$ cat src/rtl/matmul_seq_ctrl.sv
// Sequencer for a DIM x DIM C = A*B pass: walks i/j/k loops, drives operand/result addresses and MAC strobes.
// Optional cycle counter output is enabled by defining MATMUL_CYC_CNT_EN.
module matmul_seq_ctrl #(
  parameter  int DIM = 3,
  localparam int AW  = $clog2(DIM * DIM)
) (
  input  logic          clk,
  input  logic          rst,
  input  logic          start,
  input  logic          hold,
  output logic [AW-1:0] addr_a,
  output logic [AW-1:0] addr_b,
  output logic [AW-1:0] addr_c,
  output logic          mac_clr,
  output logic          mac_en,
  output logic          c_we,
  output logic          busy,
  output logic          done
`ifdef MATMUL_CYC_CNT_EN
  ,
  output logic [15:0]   cyc_cnt
`endif
);

  localparam int            CW   = (DIM > 2) ? $clog2(DIM) : 1;
  localparam logic [CW-1:0] LAST = CW'(DIM - 1);

  typedef enum logic [1:0] {
    IDLE  = 2'd0,
    RUN   = 2'd1,
    WRITE = 2'd2,
    DONE  = 2'd3
  } state_t;

  state_t        state_q, state_d;
  logic [CW-1:0] i_q, i_d;
  logic [CW-1:0] j_q, j_d;
  logic [CW-1:0] k_q, k_d;
  logic [AW-1:0] addr_a_q, addr_a_d;
  logic [AW-1:0] addr_b_q, addr_b_d;
  logic [AW-1:0] addr_c_q, addr_c_d;
  logic          mac_clr_q, mac_clr_d;
  logic          busy_q, busy_d;
  logic          done_q, done_d;

  function automatic logic [AW-1:0] addr_of(input logic [CW-1:0] row, input logic [CW-1:0] col);
    return AW'(DIM) * AW'(row) + AW'(col);
  endfunction

  always_comb begin
    state_d = state_q;
    i_d     = i_q;
    j_d     = j_q;
    k_d     = k_q;
    case (state_q)
      IDLE: begin
        if (start) begin
          state_d = RUN;
          i_d     = '0;
          j_d     = '0;
          k_d     = '0;
        end
      end
      RUN: begin
        if (!hold) begin
          if (k_q == LAST) begin
            k_d     = '0;
            state_d = WRITE;
          end else begin
            k_d = k_q + 1'b1;
          end
        end
      end
      WRITE: begin
        if (!hold) begin
          state_d = RUN;
          if (j_q == LAST) begin
            j_d = '0;
            if (i_q == LAST) begin
              i_d     = '0;
              state_d = DONE;
            end else begin
              i_d = i_q + 1'b1;
            end
          end else begin
            j_d = j_q + 1'b1;
          end
        end
      end
      DONE: begin
        state_d = IDLE;
      end
      default: begin
        state_d = IDLE;
      end
    endcase
  end

  // Registered outputs follow the next state; addresses only move while the pass is active.
  always_comb begin
    busy_d    = (state_d == RUN) || (state_d == WRITE);
    done_d    = (state_d == DONE);
    mac_clr_d = (state_d == RUN) && (k_d == '0);
    addr_a_d  = addr_a_q;
    addr_b_d  = addr_b_q;
    addr_c_d  = addr_c_q;
    if (busy_d) begin
      addr_a_d = addr_of(i_d, k_d);
      addr_b_d = addr_of(k_d, j_d);
      addr_c_d = addr_of(i_d, j_d);
    end
  end

  always_ff @(posedge clk or negedge rst) begin
    if (!rst) begin
      state_q   <= IDLE;
      i_q       <= '0;
      j_q       <= '0;
      k_q       <= '0;
      addr_a_q  <= '0;
      addr_b_q  <= '0;
      addr_c_q  <= '0;
      mac_clr_q <= 1'b0;
      busy_q    <= 1'b0;
      done_q    <= 1'b0;
    end else begin
      state_q   <= state_d;
      i_q       <= i_d;
      j_q       <= j_d;
      k_q       <= k_d;
      addr_a_q  <= addr_a_d;
      addr_b_q  <= addr_b_d;
      addr_c_q  <= addr_c_d;
      mac_clr_q <= mac_clr_d;
      busy_q    <= busy_d;
      done_q    <= done_d;
    end
  end

  // Strobes must drop in the same cycle hold rises, so they gate the registered state with hold.
  assign mac_en  = (state_q == RUN) && !hold;
  assign c_we    = (state_q == WRITE) && !hold;
  assign addr_a  = addr_a_q;
  assign addr_b  = addr_b_q;
  assign addr_c  = addr_c_q;
  assign mac_clr = mac_clr_q;
  assign busy    = busy_q;
  assign done    = done_q;

`ifdef MATMUL_CYC_CNT_EN
  logic [15:0] cyc_cnt_q, cyc_cnt_d;

  always_comb begin
    cyc_cnt_d = cyc_cnt_q;
    if ((state_q == IDLE) && start) begin
      cyc_cnt_d = '0;
    end else if (((state_q == RUN) || (state_q == WRITE)) && (cyc_cnt_q != 16'hFFFF)) begin
      cyc_cnt_d = cyc_cnt_q + 16'd1;
    end
  end

  always_ff @(posedge clk or negedge rst) begin
    if (!rst) begin
      cyc_cnt_q <= '0;
    end else begin
      cyc_cnt_q <= cyc_cnt_d;
    end
  end

  assign cyc_cnt = cyc_cnt_q;
`endif

endmodule

$ cat config.mk
export PLATFORM = sky130hd
export DESIGN_NAME = matmul_seq_ctrl
export DESIGN_NICKNAME = d
export VERILOG_FILES = /design/src/rtl/matmul_seq_ctrl.sv
export SDC_FILE = /design/constraint.sdc
export NUM_CORES = 1
export LEC_CHECK = 0
export CAP_MARGIN = 30
export CORE_UTILIZATION = 55
export DETAILED_ROUTE_END_ITERATION = 16
export DONT_BUFFER_PORTS = 1
export HOLD_SLACK_MARGIN = 0.05
export PLACE_DENSITY = 0.7
export SLEW_MARGIN = 5
export SYNTH_ARGS = -nofsm -noshare
export SYNTH_HDL_FRONTEND = slang
export SYNTH_SLANG_ARGS = --single-unit
$ cat constraint.sdc
create_clock -name clk -period 6.84 [get_ports clk]
set_clock_uncertainty 0.1 [all_clocks]
set_input_delay 0.684 -clock clk [delete_from_list [all_inputs] [get_ports clk]]
set_output_delay 0.684 -clock clk [all_outputs]
set_load 0.005 [all_outputs]
==> flow_metrics.py <==
metrics = {
    "setup_path": {
        "crit_path_start_kind": "flip-flop",
        "reg2reg_to": "addr_b[2]$_DFFE_PN0P_",
        "r2r_slack_ns": 3.68,
        "critPathMaxFanout": 14,
        "rr_worst_depth": 7,
        "endpoint_kind": "flip-flop",
        "cp.arrival_ns": 3.26,
        "r2r_start": "state_q[0]$_DFF_PN0_",
        "criticalPathCategory": "reg -> reg",
        "critPathRequiredTime_ns": 6.94,
    },
    "yosys": {
        "synth-edff-count": 0,
        "synth_area_leaders": "dfrtp_1 45%, ha_1 11%, mux2_2 7.9%, fa_1 6.2%, mux2i_1 3.1%",
        "synth.most_common_cell": "dfrtp_1",
        "yosys_warnings": 0,
        "yosysUniqueCellTypes": 28,
        "synth.avg_cell_area_sq_um": 11.6,
        "synthSimpleGateAreaFrac": 0.108,
        "yosysTopAreaCell": "dfrtp_1",
        "synth.area.mux_share": 0.121,
        "syn_nets": 130,
        "yosys_register_bits": 23,
        "yosysSeqAreaShare": 0.447,
        "synth_compound_area_frac": 0.116,
        "yosysTopAreaCellShare": 0.447,
        "synth_adder_area_share": 0.169,
        "syn_area_sq_um": 1290,
        "synth_top_family_by_area": "adder cells",
        "synth_xor_area_frac": 0.0136,
        "synth_ff_type": "dfrtp_1",
        "syn_inst": 111,
        "ys_top_cells_by_count": "23 x dfrtp_1, 11 x ha_1, 9 x mux2_2",
        "async_flop_share": 1.00,
    },
    "global_routing": {
        "track_usage": 0.209,
        "grt_pass1_vias": 875,
        "overflow": 0,
        "grt_first_pass_wirelength_um": 3870,
        "grt_start_max_net_pins": 24,
        "antenna_found_initial": 0,
    },
    "route": {
        "viasPerCell": 5.84,
        "post_drt_wl_per_cell_um": 16.0,
        "vias": 823,
        "ant_nets": 0,
        "drc": 0,
        "drt-initial-drc-count": 19,
        "routed_wl_um": 2250,
        "firstDrtPassIters": 4,
    },
    "sta": {
        "fmax_mhz": 316,
        "finalHoldViolCount": 0,
        "drv_slew": 0,
        "post-route-period-util": 0.462,
        "setup_slack_ns": 3.68,
        "timing.final.crit_period_ns": 3.16,
        "grt_setup_unrepaired": "false",
        "tightestPinTransition_ns": 0.696,
        "holdWs_ns": 0.431,
        "setup_tns_ns": 0,
        "setup_violations": 0,
        "slew_headroom": 0.531,
    },
    "layout": {
        "drive_gt1_frac": 0.142,
        "final_nets": 133,
        "seqCellArea_sq_um": 576,
        "post-route-util": 0.615,
        "fin_area_sq_um": 1360,
        "area.growth.synth_to_final_pct": 5.53,
        "final_cells": 141,
        "diodes": 0,
        "multi_input_area_sq_um": 679,
        "fillCellCount": 190,
    },
    "clock_tree": {
        "cts_max_level": 1,
        "clk_latency_ns": 0.30,
        "tritoncts": "built",
        "postCtsSetupBuffers": 0,
        "clk_pin_slew_ns": 0.12,
        "root_buffer": "clkbuf_4",
        "cts_resized": 0,
        "cts_buffers": 3,
        "clockBufferDepth": 2,
        "clock_sink_count": 23,
        "ctsHoldBuffers": 1,
    },
    "status": {
        "status": "completed",
    },
    "floorplan": {
        "dieArea_sq_um": 2540,
        "placementRows": 17,
        "die_height_um": 50.4,
        "start_util": 0.583,
        "die_w_um": 50.4,
        "top_level_ports": 21,
        "core-area_sq_um": 2210,
    },
    "hold_path": {
        "hold-path-cell-count": 2,
        "min_to": "addr_a[1]$_DFFE_PN0P_",
        "hp-class": "reg -> reg",
        "min_from": "addr_a[1]$_DFFE_PN0P_",
    },
    "pwr": {
        "p_per_area_nw_per_um2": 360,
        "sw_frac_of_total": 0.384,
        "clockPowerShare": 0.125,
        "power_mw": 0.490,
        "netSwitchingPower_mw": 0.188,
        "vdd_drop_max_mv": 0.263,
        "intPower_mw": 0.302,
        "p_seq_frac": 0.449,
        "power_frac_comb": 0.426,
        "p_leak_nw": 0.667,
    },
    "place": {
        "gp_congestion": 0.822,
        "port_buffers": 0,
        "dp_hpwl_um": 1650,
        "place_ws_ns": 3.59,
        "placed_cell_area_sq_um": 1310,
        "place_inst": 135,
    },
    "job": {
        "cap_viol_max_count": 0,
    },
}
## power by group through the flow
stage / logic, mW / registers [mW] / clock network, mW
finish: 0.209 / 0.220 / 0.0611
global placement: 0.197 / 0.221 / 0
detailed placement: 0.207 / 0.223 / 0
global route: 0.242 / 0.228 / 0.0674
CTS: 0.213 / 0.220 / 0.0633
floorplan: 0.176 / 0.206 / 0
## worst max path at each step
stage | from | cells past startpoint | endpoint
finish | state_q[0]$_DFF_PN0_ | 7 | addr_b[2]$_DFFE_PN0P_
detailed placement | hold | 7 | addr_b[2]$_DFFE_PN0P_
global placement | hold | 7 | addr_b[2]$_DFFE_PN0P_
global route | state_q[0]$_DFF_PN0_ | 7 | addr_b[2]$_DFFE_PN0P_
floorplan | hold | 8 | addr_b[2]$_DFFE_PN0P_
CTS | state_q[0]$_DFF_PN0_ | 7 | addr_b[2]$_DFFE_PN0P_
## sequential cells by signal, summed over array words and instances, names as in the netlist
signal   count
i_q          2
state_q      2
done         1
k_q          2
addr_c       4
busy         1
j_q          2
mac_clr      1
addr_a       4
addr_b       4
## layout by cell type, fill, tap and decap left out, types with 2 or more instances in the layout
master / netlist / routed
clkbuf_4: 0 / 3
and2_1: 2 / 2
a22oi_1: 4 / 4
and3b_1: 2 / 2
a22o_1: 4 / 4
a21oi_1: 5 / 5
ha_1: 11 / 11
nor2_1: 4 / 4
nor3_1: 4 / 4
inv_1: 5 / 5
mux2i_1: 4 / 4
o21ai_0: 7 / 7
xnor2_1: 2 / 2
mux2_2: 9 / 9
nand2_1: 7 / 7
fa_1: 4 / 4
dfrtp_1: 23 / 23
## layer usage
layer	share of wire	global-route usage
met5	0	0
met2	0.51	0.367
met4	0.0075	0.0694
met3	0.045	0.0455
met1	0.44	0.253
## critical path, stage by stage, from the launching register on
cell and delay [ns]:
dfrtp_1 0.54, nor3_1 0.30, a22oi_1 0.09, o21ai_0 0.57, fa_1 0.53, ha_1 0.22, fa_1 0.43, mux2_2 0.28
## layout make-up
type / instances / share of cell area
repair buffers: 2 / 0.0184
multi-input cells: 79 / 0.500
clock buffers: 4 / 0.0193
inverters: 5 / 0.0138
well taps: 28 / 0.0258
flip-flops and latches: 23 / 0.423
## kinds of logic (layout without fill, tap and decap cells)
logic type	Yosys count	in the layout
AO/OA/AOI/OAI	23	23
XOR/XNOR	2	2
adder cells (fa/ha/maj)	15	15
buffers and inverters	9	11
flip-flops	23	23
multiplexers	14	14
AND/OR/NAND/NOR	25	25
Note: power is estimated with default switching activity, not from simulation.
